===== src/rtl/router_pkg.sv =====
// router_pkg: shared tags, framer state encoding and header builder
// for the router_1x3 packet framer slice.
package router_pkg;

  localparam logic [5:0] HDR_TAG      = 6'b101010;
  localparam logic [1:0] DEST_INVALID = 2'd3;

  typedef enum logic [2:0] {
    ST_IDLE,
    ST_LOAD,
    ST_HDR,
    ST_PAY,
    ST_PAR,
    ST_GAP
  } framer_state_t;

  function automatic logic [7:0] build_hdr(
    input logic [1:0] dest
  );
    return {HDR_TAG, dest};
  endfunction

endpackage


===== src/rtl/router_pkt_framer_if.sv =====
// router_pkt_framer_if: request, payload and router-side framing bundle.
// err_inj exists only with ROUTER_FRAMER_ERR_INJ_EN.
interface router_pkt_framer_if #(
  parameter int LEN_W = 5
);
  logic             start_valid;
  logic             start_ready;
  logic [1:0]       start_dest;
  logic [LEN_W-1:0] start_len;
  logic             pl_valid;
  logic             pl_ready;
  logic [7:0]       pl_data;
`ifdef ROUTER_FRAMER_ERR_INJ_EN
  logic             err_inj;
`endif
  logic             pkt_valid;
  logic [7:0]       pkt_data;
  logic             pkt_done;
  logic             drop_err;
  logic             busy;

  modport slave (
    input  start_valid, start_dest, start_len,
    input  pl_valid, pl_data,
`ifdef ROUTER_FRAMER_ERR_INJ_EN
    input  err_inj,
`endif
    output start_ready, pl_ready,
    output pkt_valid, pkt_data, pkt_done,
    output drop_err, busy
  );

  modport master (
    output start_valid, start_dest, start_len,
    output pl_valid, pl_data,
`ifdef ROUTER_FRAMER_ERR_INJ_EN
    output err_inj,
`endif
    input  start_ready, pl_ready,
    input  pkt_valid, pkt_data, pkt_done,
    input  drop_err, busy
  );

endinterface


===== src/rtl/router_framer_fifo.sv =====
// router_framer_fifo: show-ahead byte FIFO holding one packet payload;
// pointers wrap modulo DEPTH, cleared by resetn.
module router_framer_fifo #(
  parameter int DEPTH = 16
) (
  input  logic       clk,
  input  logic       resetn,
  input  logic       push,
  input  logic       pop,
  input  logic [7:0] wdata,
  output logic [7:0] rdata,
  output logic       empty
);

  localparam int AW = $clog2(DEPTH);
  localparam logic [AW-1:0] PLAST = AW'(DEPTH - 1);

  logic [7:0]    mem [DEPTH];
  logic [AW-1:0] wp;
  logic [AW-1:0] rp;
  logic [AW:0]   cnt;

  // storage write
  always_ff @(posedge clk) begin
    if (push) mem[wp] <= wdata;
  end

  // pointer and occupancy tracking
  always_ff @(posedge clk or negedge resetn) begin
    if (!resetn) begin
      wp  <= '0;
      rp  <= '0;
      cnt <= '0;
    end else begin
      if (push) wp <= (wp == PLAST) ? '0 : wp + 1'b1;
      if (pop)  rp <= (rp == PLAST) ? '0 : rp + 1'b1;
      unique case ({push, pop})
        2'b10:   cnt <= cnt + 1'b1;
        2'b01:   cnt <= cnt - 1'b1;
        default: cnt <= cnt;
      endcase
    end
  end

  assign rdata = mem[rp];
  assign empty = (cnt == '0);

endmodule


===== src/rtl/router_pkt_framer.sv =====
// router_pkt_framer: buffers a whole payload, then frames header/payload/
// parity for router_1x3. ROUTER_FRAMER_ERR_INJ_EN adds parity corruption.
module router_pkt_framer
  import router_pkg::*;
#(
  parameter int LEN_MAX    = 16,
  parameter int LEN_W      = 5,
  parameter int HDR_CYCLES = 2,
  parameter int IPG        = 3
) (
  input logic                 clk,
  input logic                 resetn,
  router_pkt_framer_if.slave  bus
);

  localparam logic [LEN_W-1:0] LMAX  = LEN_W'(LEN_MAX);
  localparam logic [LEN_W-1:0] LONE  = LEN_W'(1);
  localparam logic [3:0]       HLAST = 4'(HDR_CYCLES - 1);
  localparam logic [3:0]       GLAST = 4'(IPG - 1);

  framer_state_t    st;
  logic [7:0]       hdr;
  logic [7:0]       par;
  logic [7:0]       par_out;
  logic [LEN_W-1:0] len;
  logic [LEN_W-1:0] cnt;
  logic [3:0]       tcnt;
  logic             pv_q;
  logic [7:0]       pd_q;
  logic             done_q;
  logic             drop_q;
  logic             req_bad;
  logic             push;
  logic             pop;
  logic             fifo_empty;
  logic [7:0]       fifo_q;

  assign req_bad = (bus.start_dest == DEST_INVALID) ||
                   (bus.start_len == '0) ||
                   (bus.start_len > LMAX);

  assign push = (st == ST_LOAD) && bus.pl_valid;
  assign pop  = !fifo_empty &&
                (((st == ST_HDR) && (tcnt == '0)) ||
                 ((st == ST_PAY) && (cnt != LONE)));

`ifdef ROUTER_FRAMER_ERR_INJ_EN
  logic inj;

  // error-inject flag captured with the request
  always_ff @(posedge clk or negedge resetn) begin
    if (!resetn) inj <= 1'b0;
    else if ((st == ST_IDLE) && bus.start_valid)
      inj <= bus.err_inj;
  end

  assign par_out = inj ? ~par : par;
`else
  assign par_out = par;
`endif

  // framing FSM with registered router-side outputs
  always_ff @(posedge clk or negedge resetn) begin
    if (!resetn) begin
      st     <= ST_IDLE;
      hdr    <= '0;
      par    <= '0;
      len    <= '0;
      cnt    <= '0;
      tcnt   <= '0;
      pv_q   <= 1'b0;
      pd_q   <= '0;
      done_q <= 1'b0;
      drop_q <= 1'b0;
    end else begin
      done_q <= 1'b0;
      drop_q <= 1'b0;
      unique case (st)
        ST_IDLE: begin
          if (bus.start_valid) begin
            if (req_bad) begin
              drop_q <= 1'b1;
            end else begin
              hdr <= build_hdr(bus.start_dest);
              par <= build_hdr(bus.start_dest);
              len <= bus.start_len;
              cnt <= bus.start_len;
              st  <= ST_LOAD;
            end
          end
        end
        ST_LOAD: begin
          if (bus.pl_valid) begin
            par <= par ^ bus.pl_data;
            cnt <= cnt - 1'b1;
            if (cnt == LONE) begin
              st   <= ST_HDR;
              tcnt <= HLAST;
              pv_q <= 1'b1;
              pd_q <= hdr;
              cnt  <= len;
            end
          end
        end
        ST_HDR: begin
          if (tcnt == '0) begin
            st   <= ST_PAY;
            pd_q <= fifo_q;
          end else begin
            tcnt <= tcnt - 1'b1;
          end
        end
        ST_PAY: begin
          if (cnt == LONE) begin
            st     <= ST_PAR;
            pv_q   <= 1'b0;
            pd_q   <= par_out;
            done_q <= 1'b1;
          end else begin
            pd_q <= fifo_q;
            cnt  <= cnt - 1'b1;
          end
        end
        ST_PAR: begin
          st   <= ST_GAP;
          pd_q <= '0;
          tcnt <= GLAST;
        end
        ST_GAP: begin
          if (tcnt == '0) st <= ST_IDLE;
          else tcnt <= tcnt - 1'b1;
        end
        default: st <= ST_IDLE;
      endcase
    end
  end

  router_framer_fifo #(
    .DEPTH (LEN_MAX)
  ) u_fifo (
    .clk    (clk),
    .resetn (resetn),
    .push   (push),
    .pop    (pop),
    .wdata  (bus.pl_data),
    .rdata  (fifo_q),
    .empty  (fifo_empty)
  );

  assign bus.start_ready = (st == ST_IDLE);
  assign bus.pl_ready    = (st == ST_LOAD);
  assign bus.busy        = (st != ST_IDLE);
  assign bus.pkt_valid   = pv_q;
  assign bus.pkt_data    = pd_q;
  assign bus.pkt_done    = done_q;
  assign bus.drop_err    = drop_q;

endmodule


===== src/flat_wrapper.sv =====
// flat-port wrapper written by rule: the top's interface ports become plain ports
module router_pkt_framer_flat import router_pkg::*;
#(
  parameter int LEN_MAX    = 16,
  parameter int LEN_W      = 5,
  parameter int HDR_CYCLES = 2,
  parameter int IPG        = 3
)
  (clk, resetn, bus_start_valid, bus_start_dest, bus_start_len, bus_pl_valid, bus_pl_data, bus_start_ready, bus_pl_ready, bus_pkt_valid, bus_pkt_data, bus_pkt_done, bus_drop_err, bus_busy);
  router_pkt_framer_if #(.LEN_W(LEN_W)) bus_i ();
  input logic clk;
  input logic resetn;
  input wire logic [$bits(bus_i.start_valid)-1:0] bus_start_valid;
  input wire logic [$bits(bus_i.start_dest)-1:0] bus_start_dest;
  input wire logic [$bits(bus_i.start_len)-1:0] bus_start_len;
  input wire logic [$bits(bus_i.pl_valid)-1:0] bus_pl_valid;
  input wire logic [$bits(bus_i.pl_data)-1:0] bus_pl_data;
  output wire logic [$bits(bus_i.start_ready)-1:0] bus_start_ready;
  output wire logic [$bits(bus_i.pl_ready)-1:0] bus_pl_ready;
  output wire logic [$bits(bus_i.pkt_valid)-1:0] bus_pkt_valid;
  output wire logic [$bits(bus_i.pkt_data)-1:0] bus_pkt_data;
  output wire logic [$bits(bus_i.pkt_done)-1:0] bus_pkt_done;
  output wire logic [$bits(bus_i.drop_err)-1:0] bus_drop_err;
  output wire logic [$bits(bus_i.busy)-1:0] bus_busy;
  assign bus_i.start_valid = bus_start_valid;
  assign bus_i.start_dest = bus_start_dest;
  assign bus_i.start_len = bus_start_len;
  assign bus_i.pl_valid = bus_pl_valid;
  assign bus_i.pl_data = bus_pl_data;
  assign bus_start_ready = bus_i.start_ready;
  assign bus_pl_ready = bus_i.pl_ready;
  assign bus_pkt_valid = bus_i.pkt_valid;
  assign bus_pkt_data = bus_i.pkt_data;
  assign bus_pkt_done = bus_i.pkt_done;
  assign bus_drop_err = bus_i.drop_err;
  assign bus_busy = bus_i.busy;
  router_pkt_framer #(.LEN_MAX(LEN_MAX), .LEN_W(LEN_W), .HDR_CYCLES(HDR_CYCLES), .IPG(IPG)) u_core (.clk(clk), .resetn(resetn), .bus(bus_i));
endmodule

===== config.mk =====
export PLATFORM = sky130hd
export DESIGN_NAME = router_pkt_framer_flat
export DESIGN_NICKNAME = d
export VERILOG_FILES = /design/src/rtl/router_pkg.sv /design/src/rtl/router_pkt_framer_if.sv /design/src/rtl/router_framer_fifo.sv /design/src/rtl/router_pkt_framer.sv /design/src/flat_wrapper.sv
export SDC_FILE = /design/constraint.sdc
export NUM_CORES = 1
export LEC_CHECK = 0
export BUFFER_PORTS_ARGS = -buffer_cell sky130_fd_sc_hd__clkbuf_2
export CAP_MARGIN = 40
export CORE_MARGIN = 8
export CORE_UTILIZATION = 30
export CTS_CLUSTER_DIAMETER = 40
export CTS_CLUSTER_SIZE = 8
export DETAILED_ROUTE_END_ITERATION = 7
export PLACE_DENSITY_LB_ADDON = 0.05
export SETUP_SLACK_MARGIN = 0.15
export SYNTH_ARGS = -nofsm -noshare
export SYNTH_HDL_FRONTEND = slang
export SYNTH_SLANG_ARGS = --single-unit

===== constraint.sdc =====
create_clock -name clk -period 8.3 [get_ports clk]
set_input_delay 0.415 -clock clk [delete_from_list [all_inputs] [get_ports clk]]
set_output_delay 0.415 -clock clk [all_outputs]
set_load 0.005 [all_outputs]

---- Word level (Yosys, flattened, before mapping) ----
Memories as Yosys holds them, arrays and structs flattened.
Index checks and enable logic that the tools add are counted.
word-level totals
  register bits after elaboration ......... 52
  bits in latches ......................... 0
  bits in writable memories ............... 128
  ROM bits ................................ 0
  input port bits ......................... 19
  output and inout bits ................... 14
  logic and storage cells ................. 112
  memories kept ........................... 1
operators by class
  add/subtract/negate cells ............... 6
  $mul .................................... 0
  divide/modulo/power cells ............... 0
  magnitude comparators ................... 1
  equality and inequality tests ........... 21
  shifts and indexed selects .............. 0
  muxes and demuxes ....................... 41
  bitwise logic cells ..................... 2
  reductions and logical operators ........ 27
memory list
  memory             words  bits a word  read ports  clocked after memory_dff  write ports  line                      RTL
  u_core.u_fifo.mem  16     8            1           0                         1            router_framer_fifo.sv:18  logic [7:0] mem [DEPTH];
operators by type and width
  operator                                             count
  two-way mux 8 bit                                    7
  case mux 8 bit (4 select lines)                      1
  two-way mux 5 bit                                    5
  two-way mux 3 bit                                    7
  two-way mux 4 bit                                    5
  case mux 3 bit (6 select lines)                      1
  case mux 8 bit (2 select lines)                      1
  AND reduction 4 bit                                  4
  case mux 5 bit (3 select lines)                      1
  != test 2 bit, second input constant                 7
  case mux 4 bit (3 select lines)                      1
  logical NOT 5 bit                                    2
  two-way mux 1 bit                                    10
  case mux 5 bit (2 select lines)                      1
  subtractor 5 x 1 -> 5 bit, second input constant     2
  nonzero test 3 bit                                   3
  adder 4 x 1 -> 4 bit, second input constant          2
  equality test 4 bit, second input constant           2
  XOR 8 bit                                            1
  AND reduction 7 bit                                  1
  equality test 3 x 2 -> 1 bit, second input constant  2
  equality test 3 bit, second input constant           2
  nonzero test 2 bit                                   3
  adder 5 x 1 -> 5 bit, second input constant          1
  other kinds (19)                                     26

---- Longest topological paths before layout ----
Gate-level depths: netlist of the first run.
  word-level depth ........................ 6
  mapped depth ............................ 13
  gate-level depth less buffers ........... 13

---- Modules after synthesis ----
From an unflattened synthesis of the first run, not the netlist that was laid out.
unflattened totals
  cell total of the unflattened synthesis .. 541
  area, all modules ....................... 7952.6 µm²
by module, submodules not included
  module              times used  cells an instance  area an instance (µm²)  seq. area each (µm²)
  router_framer_fifo  1           301                5773.0                  4169.0
  router_pkt_framer   1           240                2179.6                  975.9

---- Least setup slack after synthesis of the first run ----
No wires, ideal clock.
  path type ............................... flip-flop to flip-flop
  start point ............................. register u_core.tcnt[0]
  end point ............................... register u_core.u_fifo.cnt[4]
  setup time .............................. 79 ps
  arrival time ............................ 2833 ps
  required time ........................... 8221 ps
  slack ................................... 5388 ps
  cell stages (with the launch flop) ...... 14
  buffers on the path ..................... 0
  clock period less this slack ............ 2912 ps
  cell sequence ........................... dfrtp_1 inv_1 ha_1 nor3b_1 mux2i_1 nor2_1 ha_1 inv_1 fa_1 nor2b_1 o21ai_0 and3_1 nor3_1 xor2_1
on the way
  word-level cells in the longest chain between the ends .. 6
  elaborated cells on any way between the ends .. 8
  classes of those cells .................. 2 x eq/ne; 1 x mux; 5 x reduce/logical
ends and longest elaborated chain
  what                                                                          line                      RTL
  start, declared                                                               router_pkt_framer.sv:27   logic [3:0] tcnt;
  start signal, assigned                                                        router_pkt_framer.sv:110  tcnt <= tcnt - 1'b1;
  start signal, assigned                                                        router_pkt_framer.sv:131  else tcnt <= tcnt - 1'b1;
  logical NOT 4 bit *                                                           router_pkt_framer.sv:44   (((st == ST_HDR) && (tcnt == '0)) ||
  logical AND 1 bit *                                                           router_pkt_framer.sv:44
  logical OR 1 bit *                                                            router_pkt_framer.sv:44
  logical AND 1 bit *                                                           router_pkt_framer.sv:43   assign pop = !fifo_empty &&
  net u_core.pop                                                                router_pkt_framer.sv:34   logic pop;
  equality test 2 x 1 -> 1 bit / equality test 2 bit (equally long branches)    router_framer_fifo.sv:37  unique case ({push, pop})
  case mux 5 bit (2 select lines) / nonzero test 2 bit (equally long branches)  -
  end signal, assigned                                                          router_framer_fifo.sv:38  2'b10: cnt <= cnt + 1'b1;
  end signal, assigned                                                          router_framer_fifo.sv:39  2'b01: cnt <= cnt - 1'b1;
  end signal, assigned                                                          router_framer_fifo.sv:40  default: cnt <= cnt;
  end, declared                                                                 router_framer_fifo.sv:21  logic [AW:0] cnt;
The timed path passes the listed nets; every way through them passes the cells marked *.
A chain may end at the register's enable or synchronous reset.

---- Worst setup path after layout of the first run ----
Ends and elaborated chain as after synthesis.

==> results of run 1 <==
registers in the layout, indices dropped and copies added (netlist names), 3 cells and up:
| register | count |
|---|---|
| u_core.len | 5 |
| u_core.u_fifo.wp | 4 |
| u_core.u_fifo.mem | 128 |
| u_core.st | 3 |
| u_core.u_fifo.rp | 4 |
| u_core.cnt | 5 |
| u_core.tcnt | 4 |
| u_core.hdr | 3 |
| u_core.u_fifo.cnt | 5 |
| u_core.bus.pkt_data | 8 |
| u_core.par | 8 |
routing by layer:
layer	vias to the layer above	routed length, microns
met5	-	0
met3	8	645
met2	81	9850
met4	0	114
met1	2444	9380
li1	2201	-
final cells by class:
| class | count | area share (%) |
|---|---|---|
| repair buffers | 53 | 3.57 |
| clock inverters | 14 | 1.77 |
| flip-flops and latches | 180 | 56.4 |
| well taps | 335 | 4.60 |
| multi-input cells | 330 | 28.2 |
| inverters | 19 | 0.782 |
| clock buffers | 17 | 4.66 |
logic make-up after synthesis:
| group | Yosys count | synth area share [%] |
|---|---|---|
| buffers and inverters | 47 | 2.85 |
| XOR/XNOR | 10 | 1.10 |
| flip-flops | 180 | 64.8 |
| AO/OA/AOI/OAI | 82 | 6.95 |
| adder cells (fa/ha/maj) | 14 | 2.30 |
| AND/OR/NAND/NOR | 171 | 10.7 |
| multiplexers | 53 | 11.4 |
cells in the mapped netlist (3+ instances only):
cell type  instances  area share [%]
and4_1             3            0.33
xnor2_1            6            0.66
mux2i_1           16             2.0
nor3b_1            4            0.38
and3_1             5            0.39
inv_1             17            0.80
buf_4              3            0.28
nand2b_1           7            0.55
o211ai_1           8            0.76
buf_2             13            0.82
mux2_2             8             1.1
nor3_1             8            0.50
and2_1             3            0.24
nor2_1            43             2.0
xor2_1             4            0.44
a21oi_1           10            0.63
o41ai_1            3            0.33
nand3_1           11            0.69
nor2b_1            5            0.39
a211oi_1           4            0.38
buf_6              3            0.43
a31oi_1           11            0.87
o31ai_1            3            0.28
nand2_1           65             3.1
edfxtp_1         128              48
o21ai_0           22             1.4
dfrtp_1           52              16
clkbuf_1           7            0.33
or4_1              5            0.47
ha_1              13             2.0
mux4_2            28             7.9
worst max-delay path: stages (launching register included):
cell,delay [ns]
dfrtp_1,0.43
inv_1,0.10
ha_1,0.16
nor3b_1,0.58
mux2i_1,0.17
nor2_1,0.42
ha_1,0.31
inv_1,0.10
fa_1,0.40
nor2b_1,0.11
o21ai_0,0.11
and3_1,0.21
nor3_1,0.18
xor2_1,0.16
path summary, 6_finish.rpt:
check | start | end | cells after the start | slack, ns
worst max register to register | u_core.tcnt[0] | u_core.u_fifo.cnt[4] | 13 | 4.80
max in group asynchronous | resetn | u_core.u_fifo.rp[2] | 2 | 7.69
worst min-delay path | resetn | u_core.u_fifo.cnt[0] | 2 | 0.11
worst max-delay path | u_core.tcnt[0] | u_core.u_fifo.cnt[4] | 13 | 4.80
min in group clk | bus_start_len[2] | u_core.len[2] | 3 | 0.22
worst min register to register | u_core.u_fifo.cnt[4] | u_core.u_fifo.cnt[4] | 1 | 0.47
power groups by stage:
| stage | logic (mW) | registers [mW] | clock network [mW] |
|---|---|---|---|
| global placement | 1.08 | 1.30 | 0 |
| finish | 1.07 | 1.28 | 0.804 |
| CTS | 1.10 | 1.28 | 0.832 |
| floorplan | 0.811 | 1.24 | 0 |
| global route | 1.20 | 1.30 | 0.865 |
| detailed placement | 1.09 | 1.30 | 0 |
stage by stage:
| step | total power [mW] | setup WS [ns] | utilization, % | cell area, sq um | cells |
|---|---|---|---|---|---|
| 6_report | 3.15 | 4.80 | 35.0 | 9120 | 948 |
| 3_5_place_dp | 2.39 | 4.83 | 32.7 | 8530 | 916 |
| 4_1_cts | 3.21 | 4.83 | 35.0 | 9110 | 947 |
| 2_1_floorplan | 2.05 | 5.39 | - | 7940 | 557 |
| 5_1_grt | 3.37 | 4.44 | 35.0 | 9120 | 948 |
| 3_3_place_gp | 2.38 | 4.93 | 32.4 | 8440 | 905 |
==> metrics.cfg, run 1 <==
[status]
outcome = finished, final reports clean

[cts]
root_buffer = clkbuf_16
post_cts_resized = 0
cts_tree = built
cts_hold_buf = 0
clkTransAtPathRegs_ns = 0.07
clk_path_buf_depth = 2
htreeDepth = 4
cts_setup_buffers = 0
insertion_delay_ns = 0.43
cts.sinks = 180
cts_buffers = 17

[power]
p_seq_share_pct = 40.6
swShare_pct = 35.6
p_switching_mw = 1.12
p_comb_share_pct = 33.9
p_int_mw = 2.03
leakage_nw = 3.30
clock_power_share_pct = 25.5
powerDensity_nw_per_um2 = 346
ir_worst_vdd_v = 0.000116

[global_route]
use_met3_pct = 2.91
antenna_found_initial = 0
use_met2_pct = 22.4
gr-total-overflow = 0
gr-max-usage-layer = met2
track_usage_pct = 13.2
grt_max_degree = 53
first_global_vias = 5055
met1_usage_pct = 17.1
grt_first_pass_wirelength_microns = 31100

[synth]
ys_warn_count = 0
syn_avg_cell_area_sq_um = 14.3
synthCells = 557
syn-cell-area_sq_um = 7940
synth_seq_cells = 180
synth-edff-count = 128
yosysSeqAreaShare_pct = 64.8
async_reset_ff_share_pct = 28.9
yosys_most_used_dff = edfxtp_1
synth_fp_nets = 590
yosysUniqueCellTypes = 61

[layout]
syn_to_final_growth_pct = 14.8
drive_gt1_share_pct = 21.7
seqCellArea_sq_um = 5150
layout_commonest_cell = edfxtp_1
final_cell_mix = edfxtp_1 (128), nand2_1 (65), dfrtp_1 (51), nor2_1 (43), clkbuf_2 (32)
nets = 634
antennaDiodeCount = 0
multiInputGateArea_sq_um = 2570
fill_cells = 2536

[sta]
rsz0062_at_grt = false
fin_skew_ns = 0.0155
maxSlewViolCount = 0
hold_viol_final = 0
period_share_pct = 42.2
finalSetupViolations = 0
post-route-min-period_ns = 3.50
relSlewSlack_pct = 47.8
fmax_mhz = 286
worst_slew_pin_slew_ns = 0.780
fin_tns_setup_ns = 0
timing.hold.ws_ns = 0.110

[die]
die-area_sq_um = 31900
die_w_microns = 179
core_area_sq_um = 26100
initial_core_util_pct = 30.5
rows = 59
dieHeight_microns = 179
pin_count = 33

[critical_path]
cp.arrival_ns = 3.85
crit_path_max_fanout = 7
crit_type = reg -> reg
cp-end-kind = register
worst_setup_path_start_kind = register
required_ns = 8.65

[place]
place_hpwl_microns = 13500
portBuffers = 32
place.gp.congestion = 0.765

[drt]
drtAntennaViolNets = 0
drc = 0
drt_wl_total_microns = 20000
first_pass_iters = 7
post_drt_via_cell_ratio = 4.99
wl_per_cell_microns = 21.1
dr_total_vias = 4734
drt_iter0_drc = 424

[worst_hold_path]
hold_class = in -> async

[flow_run]
drv_cap = 0

(Power assumes the default switching activity.)
==> run 2, diff against run 1 <==
==> constraint.sdc (replaced) <==
create_clock -name clk -period 2.9 [get_ports clk]
set_input_delay 0.145 -clock clk [delete_from_list [all_inputs] [get_ports clk]]
set_output_delay 0.145 -clock clk [all_outputs]
set_load 0.005 [all_outputs]
==> run 2 against run 1 <==
Net effect:
- hold slack worse by 0.078 ns
- clock-buffer cell count unchanged
- critical endpoint unchanged
- critical path depth decreased by 1
- sequential power rose to 2.9 times the previous value
- setup slack got worse by 4.5 ns
- sequential share of layout area down 1.8 points
- via count increased by 0.15%
- wire length is 0.68% higher
==> metrics.cfg, run 2 (synthesized netlist as in run 1, its figures left out) <==
[die]
die_w_microns = 179  ; unchanged
rows = 59  ; unchanged
dieHeight_microns = 179  ; unchanged
pin_count = 33  ; unchanged
die-area_sq_um = 31900  ; unchanged
core_area_sq_um = 26100  ; unchanged
initial_core_util_pct = 30.5  ; unchanged

[layout]
stdcell_count = 971  ; +2.4%
regMostFlops = u_core.u_fifo.mem
largest_reg_flops = 128  ; unchanged
drive_gt1_share_pct = 25.2  ; +3.5 points
fill_cells = 2535  ; -0.039%
final_cell_mix = edfxtp_1 (128), nand2_1 (65), dfrtp_1 (51), nor2_1 (43)
layout_commonest_cell = edfxtp_1
antennaDiodeCount = 0  ; unchanged
syn_to_final_growth_pct = 18.5
nets = 656  ; +3.5%
fin_util_pct = 36.1  ; +1.1 points

[global_route]
first_global_vias = 4940  ; -2.3%
grt_max_degree = 53  ; unchanged
gr-total-overflow = 0  ; unchanged
grt_first_pass_wirelength_microns = 30800  ; -1.0%
antenna_found_initial = 0  ; unchanged
track_usage_pct = 13.1  ; -0.013 points

[critical_path]
cp.arrival_ns = 2.99  ; -0.86 ns
crit_path_max_fanout = 4  ; -3
max_stage_delay_ns = 0.50  ; -0.08 ns
worst_setup_path_start_kind = register
required_ns = 3.25  ; -5.40 ns
cp-end-kind = register
worstPathCellList = inv_1, ha_2, or4b_4, mux2i_1, nor2_1, ha_2, ha_4, nor2b_2, o21ai_2, and3_1, nor3_2, xor2_1
slowest_stage = or4b_4
crit_type = reg -> reg
crit_path_frequent_cell = ha_2

[power]
p_int_mw = 6.08  ; +200%
ir_worst_vdd_v = 0.000396  ; +240%
powerDensity_nw_per_um2 = 997  ; +190%
p_comb_share_pct = 34.4  ; +0.5 points
p_seq_share_pct = 39.8  ; -0.8 points
swShare_pct = 35.2  ; -0.42 points
leakage_nw = 3.41  ; +3.4%
power_mw = 9.39  ; +200%
p_switching_mw = 3.30  ; +190%
clock_power_share_pct = 25.8  ; +0.3 points

[cts]
htreeDepth = 4  ; unchanged
clk_path_buf_depth = 2  ; unchanged
cts_buffers = 17  ; unchanged
cts.sinks = 180  ; unchanged
cts_tree = built
insertion_delay_ns = 0.43  ; about the same
clkTransAtPathRegs_ns = 0.08  ; about the same
root_buffer = clkbuf_16

[sta]
post-route-min-period_ns = 2.64  ; -0.861 ns
layout_setup_ws_ns = 0.261  ; -4.54 ns
period_share_pct = 91.0  ; +49 points
fmax_mhz = 379  ; +33%
fin_tns_setup_ns = 0  ; unchanged
hold_viol_final = 0  ; unchanged
maxSlewViolCount = 0  ; unchanged
fin_skew_ns = 0.0129  ; -0.00258 ns
finalSetupViolations = 0  ; unchanged
rsz0062_at_grt = false
worst_slew_pin_slew_ns = 0.589  ; -0.191 ns
relSlewSlack_pct = 60.6  ; +13 points

[drt]
drt_iter0_drc = 285  ; -33%
post_drt_via_cell_ratio = 4.88  ; -2.2%
first_pass_iters = 6  ; -1
drc = 0  ; unchanged
dr_total_vias = 4741  ; +0.15%
drt_wl_total_microns = 20100  ; +0.68%
drtAntennaViolNets = 0  ; unchanged
wl_per_cell_microns = 20.7  ; -1.7%

[place]
place_hpwl_microns = 13500  ; +0.38%
place.gp.congestion = 0.748  ; -2.2%
dp_cells = 927  ; +1.2%
pre_cts_ws_ns = -0.0308  ; -4.86 ns
portBuffers = 32  ; unchanged

[status]
outcome = finished, final reports clean

[worst_hold_path]
hold_class = in -> reg

[flow_run]
drv_cap = 0  ; unchanged

run 2: cell count changes in the layout (fill, tap and decap cells not counted), moves of 3 or more:
cell	before	now
ha_2	0	3
buf_12	0	3
clkinvlp_4	0	4
buf_4	19	32
dlygate4sd3_1	0	8
ha_1	13	9
inv_1	17	14
inv_2	2	5
run 2: timing repair:
item                       4_1_cts  5_1_grt
pin swaps                        3        4
hold buffers                     8        0
gates resized for setup          5        8
gates cloned                     0        0
hold endpoints to repair        59        0
setup endpoints to repair        1        2
buffers inserted                 2        2
run 2: metrics by stage:
stage          cell area [sq um]  hold slack (ns)
2_1_floorplan               7950           -0.151
3_3_place_gp                8640            0.175
3_5_place_dp                8640            0.180
4_1_cts                     9390           0.0191
5_1_grt                     9410           0.0342
6_report                    9410           0.0311
run 2: worst paths after layout:
| kind | endpoint | startpoint | slack, ns | cells past startpoint |
|---|---|---|---|---|
| max | u_core.u_fifo.cnt[4] | u_core.cnt[1] | 0.26 | 12 |
| min | u_core.hdr[0] | bus_start_dest[0] | 0.03 | 3 |
| max reg2reg | u_core.u_fifo.cnt[4] | u_core.cnt[1] | 0.26 | 12 |
| min reg2reg | u_core.hdr[3] | u_core.hdr[3] | 0.48 | 1 |
| max in group asynchronous | u_core.u_fifo.rp[2] | resetn | 2.38 | 3 |
| min in group asynchronous | u_core.u_fifo.cnt[1] | resetn | 0.23 | 3 |
run 2: final cells by class:
type | instances | area (sq um) | share of cell area [%]
flip-flops and latches | 180 | 5150 | 54.7
clock inverters | 15 | 194 | 2.06
repair buffers | 75 | 541 | 5.74
well taps | 335 | 419 | 4.45
clock buffers | 17 | 425 | 4.52
inverters | 19 | 71.3 | 0.758
multi-input cells | 330 | 2620 | 27.8
run 2: routing by layer:
metal,share of wire [%],vias up,routed length (microns),GRT usage (%)
met5,0,-,0,0
met4,1.2,0,244,3.75
met3,3.2,14,638,2.44
met2,49,65,9900,21.9
met1,46,2418,9340,17.3
li1,-,2244,-,-
run 2: worst max-delay path, delay by kind of cell, from the launching register on:
kind	cells	cell delay, ns
AND/OR/NAND/NOR	5	1.03
multiplexers	1	0.15
adder cells (fa/ha/maj)	3	0.69
buffers and inverters	1	0.08
flip-flops	1	0.38
XOR/XNOR	1	0.18
AO/OA/AOI/OAI	1	0.06
run 2: power groups by stage:
stage / clock network (mW) / logic [mW] / registers [mW]
global placement: 0 / 3.16 / 3.77
global route: 2.60 / 3.60 / 3.81
finish: 2.42 / 3.23 / 3.73
floorplan: 0 / 2.32 / 3.56
detailed placement: 0 / 3.19 / 3.78
CTS: 2.49 / 3.27 / 3.74
==> run 3, diff against run 2 <==
--- a/config.mk
+++ b/config.mk
@@ -12,6 +12,7 @@
 export CTS_CLUSTER_DIAMETER = 40
 export CTS_CLUSTER_SIZE = 8
 export DETAILED_ROUTE_END_ITERATION = 7
+export MAX_ROUTING_LAYER = met4
 export PLACE_DENSITY_LB_ADDON = 0.05
 export SETUP_SLACK_MARGIN = 0.15
 export SYNTH_ARGS = -nofsm -noshare
==> run 3 against run 2 <==
Net effect:
- die area did not move
- sequential power about the same
- utilization did not move
- clock power is essentially flat
- critical endpoint unchanged
- highest routed layer unchanged
==> metrics.cfg, run 3 (synthesized netlist as in run 1, its figures left out) <==
[status]
outcome = finished, final reports clean

[sta]
hold_viol_final = 0  ; unchanged
layout_setup_ws_ns = 0.257  ; -0.00396 ns
period_share_pct = 91.2  ; +0.14 points
fmax_mhz = 378  ; -0.15%
timing.hold.ws_ns = 0.0313  ; +0.000185 ns
fin_tns_setup_ns = 0  ; unchanged
maxSlewViolCount = 0  ; unchanged
rsz0062_at_grt = false
fin_skew_ns = 0.0126  ; -0.000334 ns
finalSetupViolations = 0  ; unchanged
worst_slew_pin_slew_ns = 0.594  ; +0.00499 ns
relSlewSlack_pct = 60.3  ; -0.33 points
post-route-min-period_ns = 2.64  ; +0.00396 ns

[cts]
clk_path_buf_depth = 2  ; unchanged
cts_buffers = 17  ; unchanged
cts.sinks = 180  ; unchanged
htreeDepth = 4  ; unchanged
cts_tree = built
clkTransAtPathRegs_ns = 0.08  ; about the same
root_buffer = clkbuf_16
insertion_delay_ns = 0.43  ; about the same

[power]
leakage_nw = 3.41  ; unchanged
ir_worst_vdd_v = 0.000393  ; -0.60%
power_mw = 9.38  ; about the same
powerDensity_nw_per_um2 = 996  ; about the same

[layout]
regMostFlops = u_core.u_fifo.mem
nets = 656  ; unchanged
drive_gt1_share_pct = 25.2  ; unchanged
syn_to_final_growth_pct = 18.5  ; unchanged
largest_reg_flops = 128  ; unchanged
final_cell_mix = edfxtp_1 (128), nand2_1 (65), dfrtp_1 (51), nor2_1 (43)
antennaDiodeCount = 0  ; unchanged
fill_cells = 2535  ; unchanged
layout_commonest_cell = edfxtp_1

[critical_path]
path_buf_inv = 1  ; unchanged
worstPathCellList = inv_1, ha_2, or4b_4, mux2i_1, nor2_1, ha_2, ha_4, nor2b_2, o21ai_2, and3_1, nor3_2, xor2_1
required_ns = 3.25  ; about the same
worst_setup_path_start_kind = register
crit_path_max_fanout = 4  ; unchanged
cp.arrival_ns = 2.99  ; about the same
max_stage_delay_ns = 0.50  ; about the same
crit_family = simple AND/OR/NAND/NOR gates
slowest_stage = or4b_4
cp-end-kind = register
crit_path_frequent_cell = ha_2
crit_type = reg -> reg

[die]
die-area_sq_um = 31900  ; unchanged
dieHeight_microns = 179  ; unchanged
initial_core_util_pct = 30.5  ; unchanged
die_w_microns = 179  ; unchanged
rows = 59  ; unchanged
pin_count = 33  ; unchanged
core_area_sq_um = 26100  ; unchanged

[drt]
wl_per_cell_microns = 20.8  ; +0.25%
first_pass_iters = 6  ; unchanged
drc = 0  ; unchanged
dr_total_vias = 4781  ; +0.84%
drt_wl_total_microns = 20200  ; +0.25%
drt_iter0_drc = 272  ; -4.6%
drtAntennaViolNets = 0  ; unchanged
post_drt_via_cell_ratio = 4.92  ; +0.84%

[place]
place.gp.congestion = 0.757  ; +1.2%
place_hpwl_microns = 13500  ; unchanged
pre_cts_ws_ns = -0.0308  ; unchanged
portBuffers = 32  ; unchanged

[worst_hold_path]
hold_class = in -> reg

[global_route]
gr-total-overflow = 0  ; unchanged
antenna_found_initial = 0  ; unchanged
track_usage_pct = 13.5  ; +0.36 points
grt_first_pass_wirelength_microns = 30800  ; about the same
first_global_vias = 4945  ; +0.10%
grt_max_degree = 53  ; unchanged

[flow_run]
drv_cap = 0  ; unchanged

-- run 3: cell counts in the layout (fill, tap and decap cells not counted) --
No cell type changed its count.
-- run 3: area by class of cell --
cell class              instances  area [sq um]  area share [%]
flip-flops and latches        180          5150            54.7
multi-input cells             330          2620            27.8
repair buffers                 75           541            5.74
clock buffers                  17           425            4.52
well taps                     335           419            4.45
clock inverters                15           194            2.06
inverters                      19          71.3           0.758
-- run 3: power breakdown --
group	switching [mW]	total (mW)	internal [mW]
Sequential	0.448	3.73	3.28
Clock	1.10	2.42	1.31
Combinational	1.74	3.24	1.49
Total	3.30	9.38	6.08
-- run 3: worst min-delay path: cells and delay by family --
kind,cells,cell delay [ns]
AO/OA/AOI/OAI,2,0.16
buffers and inverters,1,0.11
-- run 3: worst paths after layout --
path                                   start                   end  slack [ns]  depth (start not counted)
max in group asynchronous             resetn   u_core.u_fifo.rp[2]        2.38                          3
min                        bus_start_dest[0]         u_core.hdr[0]        0.03                          3
max reg2reg                    u_core.cnt[1]  u_core.u_fifo.cnt[4]        0.26                         12
min reg2reg                    u_core.hdr[3]         u_core.hdr[3]        0.47                          1
min in group asynchronous             resetn  u_core.u_fifo.cnt[1]        0.23                          3
max                            u_core.cnt[1]  u_core.u_fifo.cnt[4]        0.26                         12
-- run 3: per-stage QoR --
step	util [%]	area [sq um]	std cells
final	36.1	9410	971
after global placement	33.2	8640	927
after CTS	36.0	9390	969
after floorplan	-	7950	557
after global routing	36.1	9410	971
after detailed placement	33.2	8640	927
-- run 3: repair_timing --
action                                 4_1_cts  5_1_grt
setup buffers                                2        2
endpoints found under the hold margin       59        0
resized for setup                            5        8
pin swaps                                    3        4
hold buffers                                 8        0
setup endpoints to repair                    1        2
-- run 3: layer usage --
| metal | vias to the layer above | global-route usage, % | wire length (microns) |
|---|---|---|---|
| met5 | - | - | 0 |
| met2 | 66 | 22.0 | 10000 |
| li1 | 2243 | - | - |
| met3 | 14 | 2.38 | 582 |
| met1 | 2458 | 17.1 | 9340 |
| met4 | 0 | 3.75 | 236 |
